## config.mk

```make
export PLATFORM = sky130hd
export DESIGN_NAME = branch_resolve_unit_flat
export DESIGN_NICKNAME = d
export VERILOG_FILES = /design/src/rtl/branch_resolve_unit_if.sv /design/src/rtl/branch_resolve_unit.sv /design/src/flat_wrapper.sv
export SDC_FILE = /design/constraint.sdc
export NUM_CORES = 1
export LEC_CHECK = 0
export CAP_MARGIN = 20
export CORE_ASPECT_RATIO = 1.2
export CORE_UTILIZATION = 50
export CTS_CLUSTER_DIAMETER = 120
export DETAILED_ROUTE_END_ITERATION = 10
export GPL_TIMING_DRIVEN = 0
export PLACE_DENSITY = 0.88
export REMOVE_ABC_BUFFERS = 1
export SYNTH_ARGS = -nofsm -noshare
export SYNTH_HDL_FRONTEND = slang
export SYNTH_SLANG_ARGS = --single-unit
```

## constraint.sdc

```tcl
create_clock -name i_clk -period 10 [get_ports i_clk]
set_input_delay 2.5 -clock i_clk [delete_from_list [all_inputs] [get_ports i_clk]]
set_output_delay 2.5 -clock i_clk [all_outputs]
set_load 0.02 [all_outputs]
```

## src/rtl/branch_resolve_unit_if.sv

```systemverilog
// rtl/branch_resolve_unit_if.sv - redirect handshake and predictor update bus
interface branch_resolve_unit_if #(
  parameter int PC_LEN = 32
);
  logic              o_redirect_valid;
  logic [PC_LEN-1:0] o_redirect_pc;
  logic              i_redirect_ready;
  logic [PC_LEN-1:0] o_upd_pc;
  logic [PC_LEN-1:0] o_upd_target;
  logic              o_upd_branch_valid;
  logic              o_upd_taken;
  logic              o_upd_jump;

  modport master (
    output o_redirect_valid, o_redirect_pc,
    output o_upd_pc, o_upd_target, o_upd_branch_valid, o_upd_taken, o_upd_jump,
    input  i_redirect_ready
  );

  modport slave (
    input  o_redirect_valid, o_redirect_pc,
    input  o_upd_pc, o_upd_target, o_upd_branch_valid, o_upd_taken, o_upd_jump,
    output i_redirect_ready
  );
endinterface

```

## src/rtl/branch_resolve_unit.sv

```systemverilog
// rtl/branch_resolve_unit.sv - carries BTB predictions IF->EX, resolves them, trains and redirects
module branch_resolve_unit #(
  parameter int PC_LEN = 32
) (
  input  logic              i_clk,
  input  logic              i_rst_n,
  input  logic              i_stall,
  input  logic              i_if_valid,
  input  logic [PC_LEN-1:0] i_if_pc,
  input  logic              i_bp_valid,
  input  logic              i_bp_taken,
  input  logic [PC_LEN-1:0] i_bp_target,
  input  logic              i_ex_valid,
  input  logic [PC_LEN-1:0] i_ex_pc,
  input  logic              i_ex_is_branch,
  input  logic              i_ex_is_jump,
  input  logic              i_ex_is_compressed,
  input  logic              i_ex_taken,
  input  logic [PC_LEN-1:0] i_ex_target,
  output logic              o_flush,
  output logic [31:0]       o_branch_cnt,
  output logic [31:0]       o_mispredict_cnt,
  branch_resolve_unit_if.master bus
);
  typedef enum logic {ST_RUN, ST_REDIRECT} state_e;

  state_e            state_q, state_d;
  logic              id_valid_q, id_valid_d, id_pred_taken_q, id_pred_taken_d;
  logic [PC_LEN-1:0] id_pc_q, id_pc_d, id_pred_target_q, id_pred_target_d;
  logic              ex_valid_q, ex_valid_d, ex_pred_taken_q, ex_pred_taken_d;
  logic [PC_LEN-1:0] ex_pc_q, ex_pc_d, ex_pred_target_q, ex_pred_target_d;
  logic [PC_LEN-1:0] upd_pc_q, upd_pc_d, upd_target_q, upd_target_d;
  logic              upd_branch_valid_q, upd_branch_valid_d, upd_taken_q, upd_taken_d;
  logic              upd_jump_q, upd_jump_d, flush_q, flush_d;
  logic              redirect_valid_q, redirect_valid_d;
  logic [PC_LEN-1:0] redirect_pc_q, redirect_pc_d;
  logic [31:0]       branch_cnt_q, branch_cnt_d, mispredict_cnt_q, mispredict_cnt_d;

  logic              pred_taken, resolve, is_cf, mispredict;
  logic [PC_LEN-1:0] fallthrough, actual_next, pred_next;

  // Metadata only counts as the EX prediction if it belongs to the same PC.
  assign pred_taken  = ex_valid_q && (ex_pc_q == i_ex_pc) && ex_pred_taken_q;
  assign resolve     = i_ex_valid && !i_stall && (state_q == ST_RUN);
  assign is_cf       = i_ex_is_branch || i_ex_is_jump;
  assign fallthrough = i_ex_pc + (i_ex_is_compressed ? PC_LEN'(2) : PC_LEN'(4));
  assign actual_next = (i_ex_is_jump || (i_ex_is_branch && i_ex_taken)) ? i_ex_target : fallthrough;
  assign pred_next   = pred_taken ? ex_pred_target_q : fallthrough;
  assign mispredict  = resolve && (pred_next != actual_next);

  always_ff @(posedge i_clk or negedge i_rst_n) begin
    if (!i_rst_n) begin
      state_q            <= ST_RUN;
      id_valid_q         <= 1'b0;
      id_pc_q            <= '0;
      id_pred_taken_q    <= 1'b0;
      id_pred_target_q   <= '0;
      ex_valid_q         <= 1'b0;
      ex_pc_q            <= '0;
      ex_pred_taken_q    <= 1'b0;
      ex_pred_target_q   <= '0;
      upd_pc_q           <= '0;
      upd_target_q       <= '0;
      upd_branch_valid_q <= 1'b0;
      upd_taken_q        <= 1'b0;
      upd_jump_q         <= 1'b0;
      flush_q            <= 1'b0;
      redirect_valid_q   <= 1'b0;
      redirect_pc_q      <= '0;
      branch_cnt_q       <= '0;
      mispredict_cnt_q   <= '0;
    end else begin
      state_q            <= state_d;
      id_valid_q         <= id_valid_d;
      id_pc_q            <= id_pc_d;
      id_pred_taken_q    <= id_pred_taken_d;
      id_pred_target_q   <= id_pred_target_d;
      ex_valid_q         <= ex_valid_d;
      ex_pc_q            <= ex_pc_d;
      ex_pred_taken_q    <= ex_pred_taken_d;
      ex_pred_target_q   <= ex_pred_target_d;
      upd_pc_q           <= upd_pc_d;
      upd_target_q       <= upd_target_d;
      upd_branch_valid_q <= upd_branch_valid_d;
      upd_taken_q        <= upd_taken_d;
      upd_jump_q         <= upd_jump_d;
      flush_q            <= flush_d;
      redirect_valid_q   <= redirect_valid_d;
      redirect_pc_q      <= redirect_pc_d;
      branch_cnt_q       <= branch_cnt_d;
      mispredict_cnt_q   <= mispredict_cnt_d;
    end
  end

  always_comb begin
    state_d = state_q;
    case (state_q)
      ST_RUN:      if (mispredict) state_d = ST_REDIRECT;
      ST_REDIRECT: if (redirect_valid_q && bus.i_redirect_ready) state_d = ST_RUN;
      default:     state_d = ST_RUN;
    endcase
  end

  always_comb begin
    flush_d          = 1'b0;
    redirect_valid_d = redirect_valid_q;
    redirect_pc_d    = redirect_pc_q;
    case (state_q)
      ST_RUN: begin
        if (mispredict) begin
          flush_d          = 1'b1;
          redirect_valid_d = 1'b1;
          redirect_pc_d    = actual_next;
        end
      end
      ST_REDIRECT: if (redirect_valid_q && bus.i_redirect_ready) redirect_valid_d = 1'b0;
      default: ;
    endcase

    // Jump wins when both decode flags are set.
    upd_jump_d         = resolve && i_ex_is_jump;
    upd_branch_valid_d = resolve && i_ex_is_branch && !i_ex_is_jump;
    upd_taken_d        = upd_jump_d || (upd_branch_valid_d && i_ex_taken);
    upd_pc_d           = (resolve && is_cf) ? i_ex_pc : upd_pc_q;
    upd_target_d       = (resolve && is_cf) ? i_ex_target : upd_target_q;

    id_valid_d       = id_valid_q;
    id_pc_d          = id_pc_q;
    id_pred_taken_d  = id_pred_taken_q;
    id_pred_target_d = id_pred_target_q;
    ex_valid_d       = ex_valid_q;
    ex_pc_d          = ex_pc_q;
    ex_pred_taken_d  = ex_pred_taken_q;
    ex_pred_target_d = ex_pred_target_q;
    if (!i_stall) begin
      id_valid_d       = i_if_valid;
      id_pc_d          = i_if_pc;
      id_pred_taken_d  = i_bp_valid && i_bp_taken;
      id_pred_target_d = i_bp_target;
      ex_valid_d       = id_valid_q;
      ex_pc_d          = id_pc_q;
      ex_pred_taken_d  = id_pred_taken_q;
      ex_pred_target_d = id_pred_target_q;
    end
    // Everything in flight is wrong-path from the mispredict until the redirect is taken.
    if (mispredict || state_q == ST_REDIRECT) begin
      id_valid_d = 1'b0;
      ex_valid_d = 1'b0;
    end

    branch_cnt_d     = branch_cnt_q;
    mispredict_cnt_d = mispredict_cnt_q;
    if (resolve && is_cf && branch_cnt_q != 32'hFFFF_FFFF) branch_cnt_d = branch_cnt_q + 32'd1;
    if (mispredict && mispredict_cnt_q != 32'hFFFF_FFFF) mispredict_cnt_d = mispredict_cnt_q + 32'd1;
  end

  assign o_flush                = flush_q;
  assign o_branch_cnt           = branch_cnt_q;
  assign o_mispredict_cnt       = mispredict_cnt_q;
  assign bus.o_redirect_valid   = redirect_valid_q;
  assign bus.o_redirect_pc      = redirect_pc_q;
  assign bus.o_upd_pc           = upd_pc_q;
  assign bus.o_upd_target       = upd_target_q;
  assign bus.o_upd_branch_valid = upd_branch_valid_q;
  assign bus.o_upd_taken        = upd_taken_q;
  assign bus.o_upd_jump         = upd_jump_q;
endmodule

```

## src/flat_wrapper.sv

```systemverilog
// flat-port wrapper written by rule: the top's interface ports become plain ports
module branch_resolve_unit_flat 
#(
  parameter int PC_LEN = 32
)
  (i_clk, i_rst_n, i_stall, i_if_valid, i_if_pc, i_bp_valid, i_bp_taken, i_bp_target, i_ex_valid, i_ex_pc, i_ex_is_branch, i_ex_is_jump, i_ex_is_compressed, i_ex_taken, i_ex_target, o_flush, o_branch_cnt, o_mispredict_cnt, bus_o_redirect_valid, bus_o_redirect_pc, bus_o_upd_pc, bus_o_upd_target, bus_o_upd_branch_valid, bus_o_upd_taken, bus_o_upd_jump, bus_i_redirect_ready);
  branch_resolve_unit_if #(.PC_LEN(PC_LEN)) bus_i ();
  input  logic i_clk;
  input  logic i_rst_n;
  input  logic i_stall;
  input  logic i_if_valid;
  input  logic [PC_LEN-1:0] i_if_pc;
  input  logic i_bp_valid;
  input  logic i_bp_taken;
  input  logic [PC_LEN-1:0] i_bp_target;
  input  logic i_ex_valid;
  input  logic [PC_LEN-1:0] i_ex_pc;
  input  logic i_ex_is_branch;
  input  logic i_ex_is_jump;
  input  logic i_ex_is_compressed;
  input  logic i_ex_taken;
  input  logic [PC_LEN-1:0] i_ex_target;
  output logic o_flush;
  output logic [31:0] o_branch_cnt;
  output logic [31:0] o_mispredict_cnt;
  output wire logic [$bits(bus_i.o_redirect_valid)-1:0] bus_o_redirect_valid;
  output wire logic [$bits(bus_i.o_redirect_pc)-1:0] bus_o_redirect_pc;
  output wire logic [$bits(bus_i.o_upd_pc)-1:0] bus_o_upd_pc;
  output wire logic [$bits(bus_i.o_upd_target)-1:0] bus_o_upd_target;
  output wire logic [$bits(bus_i.o_upd_branch_valid)-1:0] bus_o_upd_branch_valid;
  output wire logic [$bits(bus_i.o_upd_taken)-1:0] bus_o_upd_taken;
  output wire logic [$bits(bus_i.o_upd_jump)-1:0] bus_o_upd_jump;
  input wire logic [$bits(bus_i.i_redirect_ready)-1:0] bus_i_redirect_ready;
  assign bus_o_redirect_valid = bus_i.o_redirect_valid;
  assign bus_o_redirect_pc = bus_i.o_redirect_pc;
  assign bus_o_upd_pc = bus_i.o_upd_pc;
  assign bus_o_upd_target = bus_i.o_upd_target;
  assign bus_o_upd_branch_valid = bus_i.o_upd_branch_valid;
  assign bus_o_upd_taken = bus_i.o_upd_taken;
  assign bus_o_upd_jump = bus_i.o_upd_jump;
  assign bus_i.i_redirect_ready = bus_i_redirect_ready;
  branch_resolve_unit #(.PC_LEN(PC_LEN)) u_core (.i_clk(i_clk), .i_rst_n(i_rst_n), .i_stall(i_stall), .i_if_valid(i_if_valid), .i_if_pc(i_if_pc), .i_bp_valid(i_bp_valid), .i_bp_taken(i_bp_taken), .i_bp_target(i_bp_target), .i_ex_valid(i_ex_valid), .i_ex_pc(i_ex_pc), .i_ex_is_branch(i_ex_is_branch), .i_ex_is_jump(i_ex_is_jump), .i_ex_is_compressed(i_ex_is_compressed), .i_ex_taken(i_ex_taken), .i_ex_target(i_ex_target), .o_flush(o_flush), .o_branch_cnt(o_branch_cnt), .o_mispredict_cnt(o_mispredict_cnt), .bus(bus_i));
endmodule
```

; After elaboration in Yosys (flattened, before gate mapping)
; Index checks and enable logic that the tools add are counted.
[classes]
bitwise_logic = 1
n_eq_ne = 7
n_mux = 14
n_reduce_logical = 23
addsub = 3
[op_table]
columns = operator, n
row1 = adder 32 x 1 -> 32 bit (second input constant), 2
row2 = two-way mux 32 bit, 2
row3 = inequality test 32 bit (second input constant), 2
row4 = adder 32 bit, 1
row5 = == test 32 bit, 1
row6 = inequality test 32 bit, 1
row7 = logical AND 1 bit, 15
row8 = two-way mux 1 bit, 9
row9 = logical OR 1 bit, 4
row10 = inequality test 2 x 1 -> 1 bit (second input constant), 2
row11 = case mux 1 bit (2 select lines), 2
row12 = AND reduction 2 bit, 2
row13 = two-way mux 3 bit, 1
row14 = logical NOT 1 bit, 2
row15 = inequality test 2 bit (second input constant), 1
row16 = NOT 1 bit, 1
[totals]
regBits = 298
word_cells = 67
output_inout_bits = 165
input_bits = 140

; Depth between registers and ports, before layout
[logic_depth]
depth_word = 8
ltp_mapped = 18
mapped_depth_nobuf = 14

; Least setup slack after synthesis
; Ideal clock, no wire load.
[synth_timing]
kind = input-to-reg
from = in i_ex_is_compressed
to = reg u_core.mispredict_cnt_q[1], in the netlist u_core.o_mispredict_cnt[1]
setup_ns = 0.125
required_time_ns = 9.875
path_buffers = 1
cell_stages = 15
t_arrival_ns = 6.118
path_slack_ns = 3.757
path_cell_list = inv_1 -> ha_1 -> a21oi_2 -> nor4_4 -> nand2_1 -> xnor2_1 -> or4_1 -> a2111o_1 -> nor4b_1 -> o31ai_1 -> or4_1 -> o31a_1 -> buf_6 -> o21ai_1 -> mux2_2
[synth_between]
elab_chain_len = 6
elab_cells_between_ends = 7
cone_classes = add/sub: 1 / eq/ne: 1 / mux: 3 / reduce/logical: 2
[synth_rtl]
columns = item, line
row1 = start: declaration, flat_wrapper.sv:20  ; input logic i_ex_is_compressed;
row2 = two-way mux 3 bit *, branch_resolve_unit.sv:46  ; assign fallthrough = i_ex_pc + (i_ex_is_compressed ? PC_LEN'(2) : PC_LEN'(4));
row3 = adder 32 bit *, branch_resolve_unit.sv:46
row4 = two-way mux 32 bit (on tied branches), "branch_resolve_unit.sv:48, branch_resolve_unit.sv:47"
row5 = inequality test 32 bit *, branch_resolve_unit.sv:49  ; assign mispredict = resolve && (pred_next != actual_next);
row6 = logical AND 1 bit *, branch_resolve_unit.sv:49
row7 = logical AND 1 bit *, branch_resolve_unit.sv:154  ; if (mispredict && mispredict_cnt_q != 32'hFFFF_FFFF) mispredict_cnt_d = mispredict_cnt_q + 32'd1;
row8 = end signal: assignment, branch_resolve_unit.sv:91  ; mispredict_cnt_q <= mispredict_cnt_d;
row9 = end: declaration, branch_resolve_unit.sv:37  ; logic [31:0] branch_cnt_q, branch_cnt_d, mispredict_cnt_q, mispredict_cnt_d;
; Every way passes the cells marked *; elsewhere a longest branch is shown, timed or not.
; A chain may end at the register's enable or synchronous reset.

; Final worst setup path
[layout_timing]
from = in i_ex_pc[1]
to = reg u_core.mispredict_cnt_q[1], in the netlist u_core.o_mispredict_cnt[1]
[layout_between]
elab_chain_len = 7
elab_cells_between_ends = 9
cone_classes = add/sub: 1 / eq/ne: 2 / mux: 2 / reduce/logical: 4
[layout_rtl]
columns = item, line
row1 = start: declaration, flat_wrapper.sv:17  ; input logic [PC_LEN-1:0] i_ex_pc;
row2 = "parallel branches: the longest is 4 deep, another holds adder 32 bit", -
row3 = inequality test 32 bit *, branch_resolve_unit.sv:49
row4 = logical AND 1 bit *, branch_resolve_unit.sv:49
row5 = logical AND 1 bit *, branch_resolve_unit.sv:154
; Mark *: on every way between the ends.

==> metrics.md <==
| Metric | Value |
|---|---|
| Status | `complete, no violations` |
| Crit Path Max Fanout | `38` |
| Final Hold Viols | `0` |
| Placed insts | `1891` |
| Mux cell area share after synthesis | `18.1%` |
| Worst path required time | `10.45 ns` |
| CP Capture Type | `register` |
| DRT Wirelength | `40900 um` |
| Num ports | `305` |
| Final ANT Viol Nets | `0` |
| Synth warn | `0` |
| Layout net count | `1685` |
| Peak Freq | `131 MHz` |
| Worst R2R End | `u_core.o_mispredict_cnt[1]` |
| Post-Syn Area | `14600 um^2` |
| Path depth of the worst reg2reg path | `14` |
| GRT Total Usage | `27.4%` |
| Max Cap Violations | `0` |
| Worst path arrival time | `8.10 ns` |
| Hold path startpoint | `u_core.bus.o_redirect_pc[19]` |
| Die width | `158 um` |
| Worst skew pair latency | `0.57 ns` |
| Most frequent cells in the layout | `302 x clkdlybuf4s50_1, 298 x dfrtp_1, 196 x mux2_2, 125 x xnor2_1, 98 x nand2_1` |
| Peak supply drop | `243 uV` |
| Asr flop ratio synth | `100%` |
| Share of post-route cells with drive strength above 1 | `17.8%` |
| Post-CTS Resized | `0` |
| Num CTS Buffers | `30` |
| CTS tree | `yes` |
| Crit start category | `input pin` |
| Commonest non-fill, non-tap cell in the layout | `clkdlybuf4s50_1` |
| Layout area overhead | `31.3%` |
| Flop-to-flop setup slack | `4.70 ns` |
| Clock Tree Root | `clkbuf_16` |
| CTS clk-pin slew, worst paths | `0.07 ns` |
| HPWL Detailed | `30300 um` |
| Hold Crit Endpoint | `u_core.bus.o_redirect_pc[19]` |
| Core ar. | `28800 um^2` |
| Critical Path Source | `i_ex_pc[1]` |
| Sequential area share after synthesis | `50.9%` |
| Synthesized area per cell | `11.6 um^2` |
| Largest net degree at the start of global routing | `115` |
| HP Class | `reg2reg` |
| Pwr dens | `225 nW/um^2` |
| GRT overflow | `0` |
| Util after Layout | `66.9%` |
| Synth top area share | `50.9%` |
| Cell Rows | `68` |
| RR Startpoint | `u_core.ex_pc_q[27]` |
| Count of pins over their slew limit | `0` |
| Yosys cell types | `71` |
| Full die area | `30000 um^2` |
| Longest Clk Path Bufs | `3` |
| Post-synthesis register bit count | `298` |
| Count of input and output buffers | `304` |
| RSZ-0062 raised after global routing | `false` |
| Post-Synth Simple-Gate Area | `12.2%` |
| Fin cells | `1952` |
| Slew headroom | `34.2%` |
| DR iter-0 viols | `660` |
| Largest family of logic cells by synthesized area | `multiplexers` |
| Slew @ Worst Pin | `0.984 ns` |
| First-pass GRT wire length | `62900 um` |
| Synth area leaders | `dfrtp_1 51%, mux2_2 15%, xnor2_1 7.5%` |
| Post-synthesis compound-gate area fraction | `4.84%` |
| Clock sinks | `298` |
| Post-synthesis adder-cell area fraction | `0.478%` |
| Ys flop type | `dfrtp_1` |
| Leakage | `7.77 nW` |
| Crit Path Category | `in2reg` |
| Die height | `189 um` |
| Fill cells | `2113` |
| Postcts setup bufs | `0` |
| DRT Pass-1 Iters | `5` |
| CTS Hold Bufs | `0` |
| Final setup vio count | `0` |
| DR WL/cell | `20.9 um` |
| Vias in the first global route | `11400` |
| Post-synth EDFFs | `0` |
| Initial antenna violation count | `4` |
| Initial Util | `50.9%` |
| DRC | `0` |
| Via density | `5.62` |
| Final Critical Period | `7.66 ns` |
| Final period utilization | `76.6%` |
| Worst Skew | `0.0236 ns` |
| Hold-critical path depth | `1` |
| Cell count after synthesis | `1258` |
| CTS H-tree lvls | `1` |
| Synth area leader | `dfrtp_1` |
| Vias | `11000` |
| Synth Area in XOR/XNOR | `10.7%` |
| Placer congestion estimate | `0.901` |
| Fin Setup TNS | `0 ns` |
cell type report:
cell class / count / area [um^2] / area share, %
antenna: 3 / 7.51 / 0.0390
clock inverter: 16 / 240 / 1.25
sequential: 298 / 7460 / 38.8
timing repair buffer: 317 / 3290 / 17.1
multi-input combinational: 870 / 6790 / 35.3
clock buffer: 40 / 870 / 4.52
inverter: 23 / 86.3 / 0.449
tap: 385 / 482 / 2.51
critical path, stage by stage:
cell,delay (ns)
clkdlybuf4s50_1,0.55
ha_1,0.27
fa_1,0.37
inv_1,0.14
nor4_4,0.58
and3_1,0.25
xnor2_1,0.24
xnor2_1,0.18
a2111o_1,0.40
nor4b_1,0.50
o31ai_1,0.15
or4_1,0.49
o31a_2,0.51
buf_12,0.22
buf_12,0.19
o21ai_1,0.17
mux2_2,0.37
worst max-delay path by stage:
stage	end	slack [ns]	depth (start not counted)
global placement	u_core.o_branch_cnt[0]	-6.26	1
floorplan	u_core.o_branch_cnt[29]	2.25	12
CTS	u_core.o_mispredict_cnt[1]	2.38	17
global route	u_core.o_mispredict_cnt[1]	2.10	15
finish	u_core.o_mispredict_cnt[1]	2.34	17
detailed placement	u_core.o_mispredict_cnt[1]	1.80	17
flip-flops by register name, indices dropped and copies added (netlist names), 32 cells and up:
| register | cells |
|---|---|
| u_core.id_pred_target_q | 32 |
| u_core.bus.o_upd_pc | 32 |
| u_core.bus.o_upd_target | 32 |
| u_core.o_mispredict_cnt | 32 |
| u_core.id_pc_q | 32 |
| u_core.bus.o_redirect_pc | 32 |
| u_core.o_branch_cnt | 32 |
| u_core.ex_pc_q | 32 |
| u_core.ex_pred_target_q | 32 |
Yosys cell counts (all sizes together) (3+ instances only):
| cell type | n |
|---|---|
| dfrtp | 298 |
| mux2 | 220 |
| xnor2 | 125 |
| nand2 | 98 |
| nor2 | 55 |
| xor2 | 48 |
| nand3 | 47 |
| nand4 | 45 |
| clkbuf | 44 |
| o21ai | 35 |
| nor3 | 29 |
| buf | 23 |
| inv | 23 |
| mux2i | 17 |
| a21oi | 16 |
| and3 | 16 |
| nand2b | 8 |
| nor4 | 8 |
| a31oi | 7 |
| and2 | 7 |
| o211ai | 6 |
| a211oi | 5 |
| nor2b | 5 |
| or4 | 5 |
| and4 | 4 |
| ha | 4 |
| o2111ai | 4 |
| o31ai | 4 |
| a21o | 3 |
| a221oi | 3 |
| nand3b | 3 |
| nand4b | 3 |
| or3 | 3 |
where the power goes:
| group | switching, mW | internal (mW) |
|---|---|---|
| Combinational | 0.674 | 0.712 |
| Sequential | 0.193 | 1.49 |
| Clock | 0.485 | 0.765 |
layer usage:
layer	up-vias	GRT usage [%]	routed length (um)
li1	4990	-	-
met1	5483	32.9	15700
met2	427	48.8	21200
met3	75	4.88	2720
met4	2	9.54	1190
met5	-	0	13
metrics by stage:
step                area, um^2  total power, mW  worst slack [ns]  hold slack (ns)
floorplan                14300             2.35              2.25            0.448
global placement         17800             3.03             -6.26            0.467
detailed placement       18100             3.09              1.80            0.475
CTS                      19200             4.35              2.38            0.489
global route             19200             4.50              2.10            0.495
finish                   19200             4.32              2.34            0.486
cell families (layout without fill, tap and decap cells):
logic type,Yosys count,count (layout)
other,0,3
muxes,237,237
AOI/OAI and AO/OA,107,107
buffers and inverters,90,396
adders and majority gates,5,5
and+or+nand+nor,346,346
DFF,298,298
xor gates and xnor gates,175,175
(Power assumes the default switching activity.)
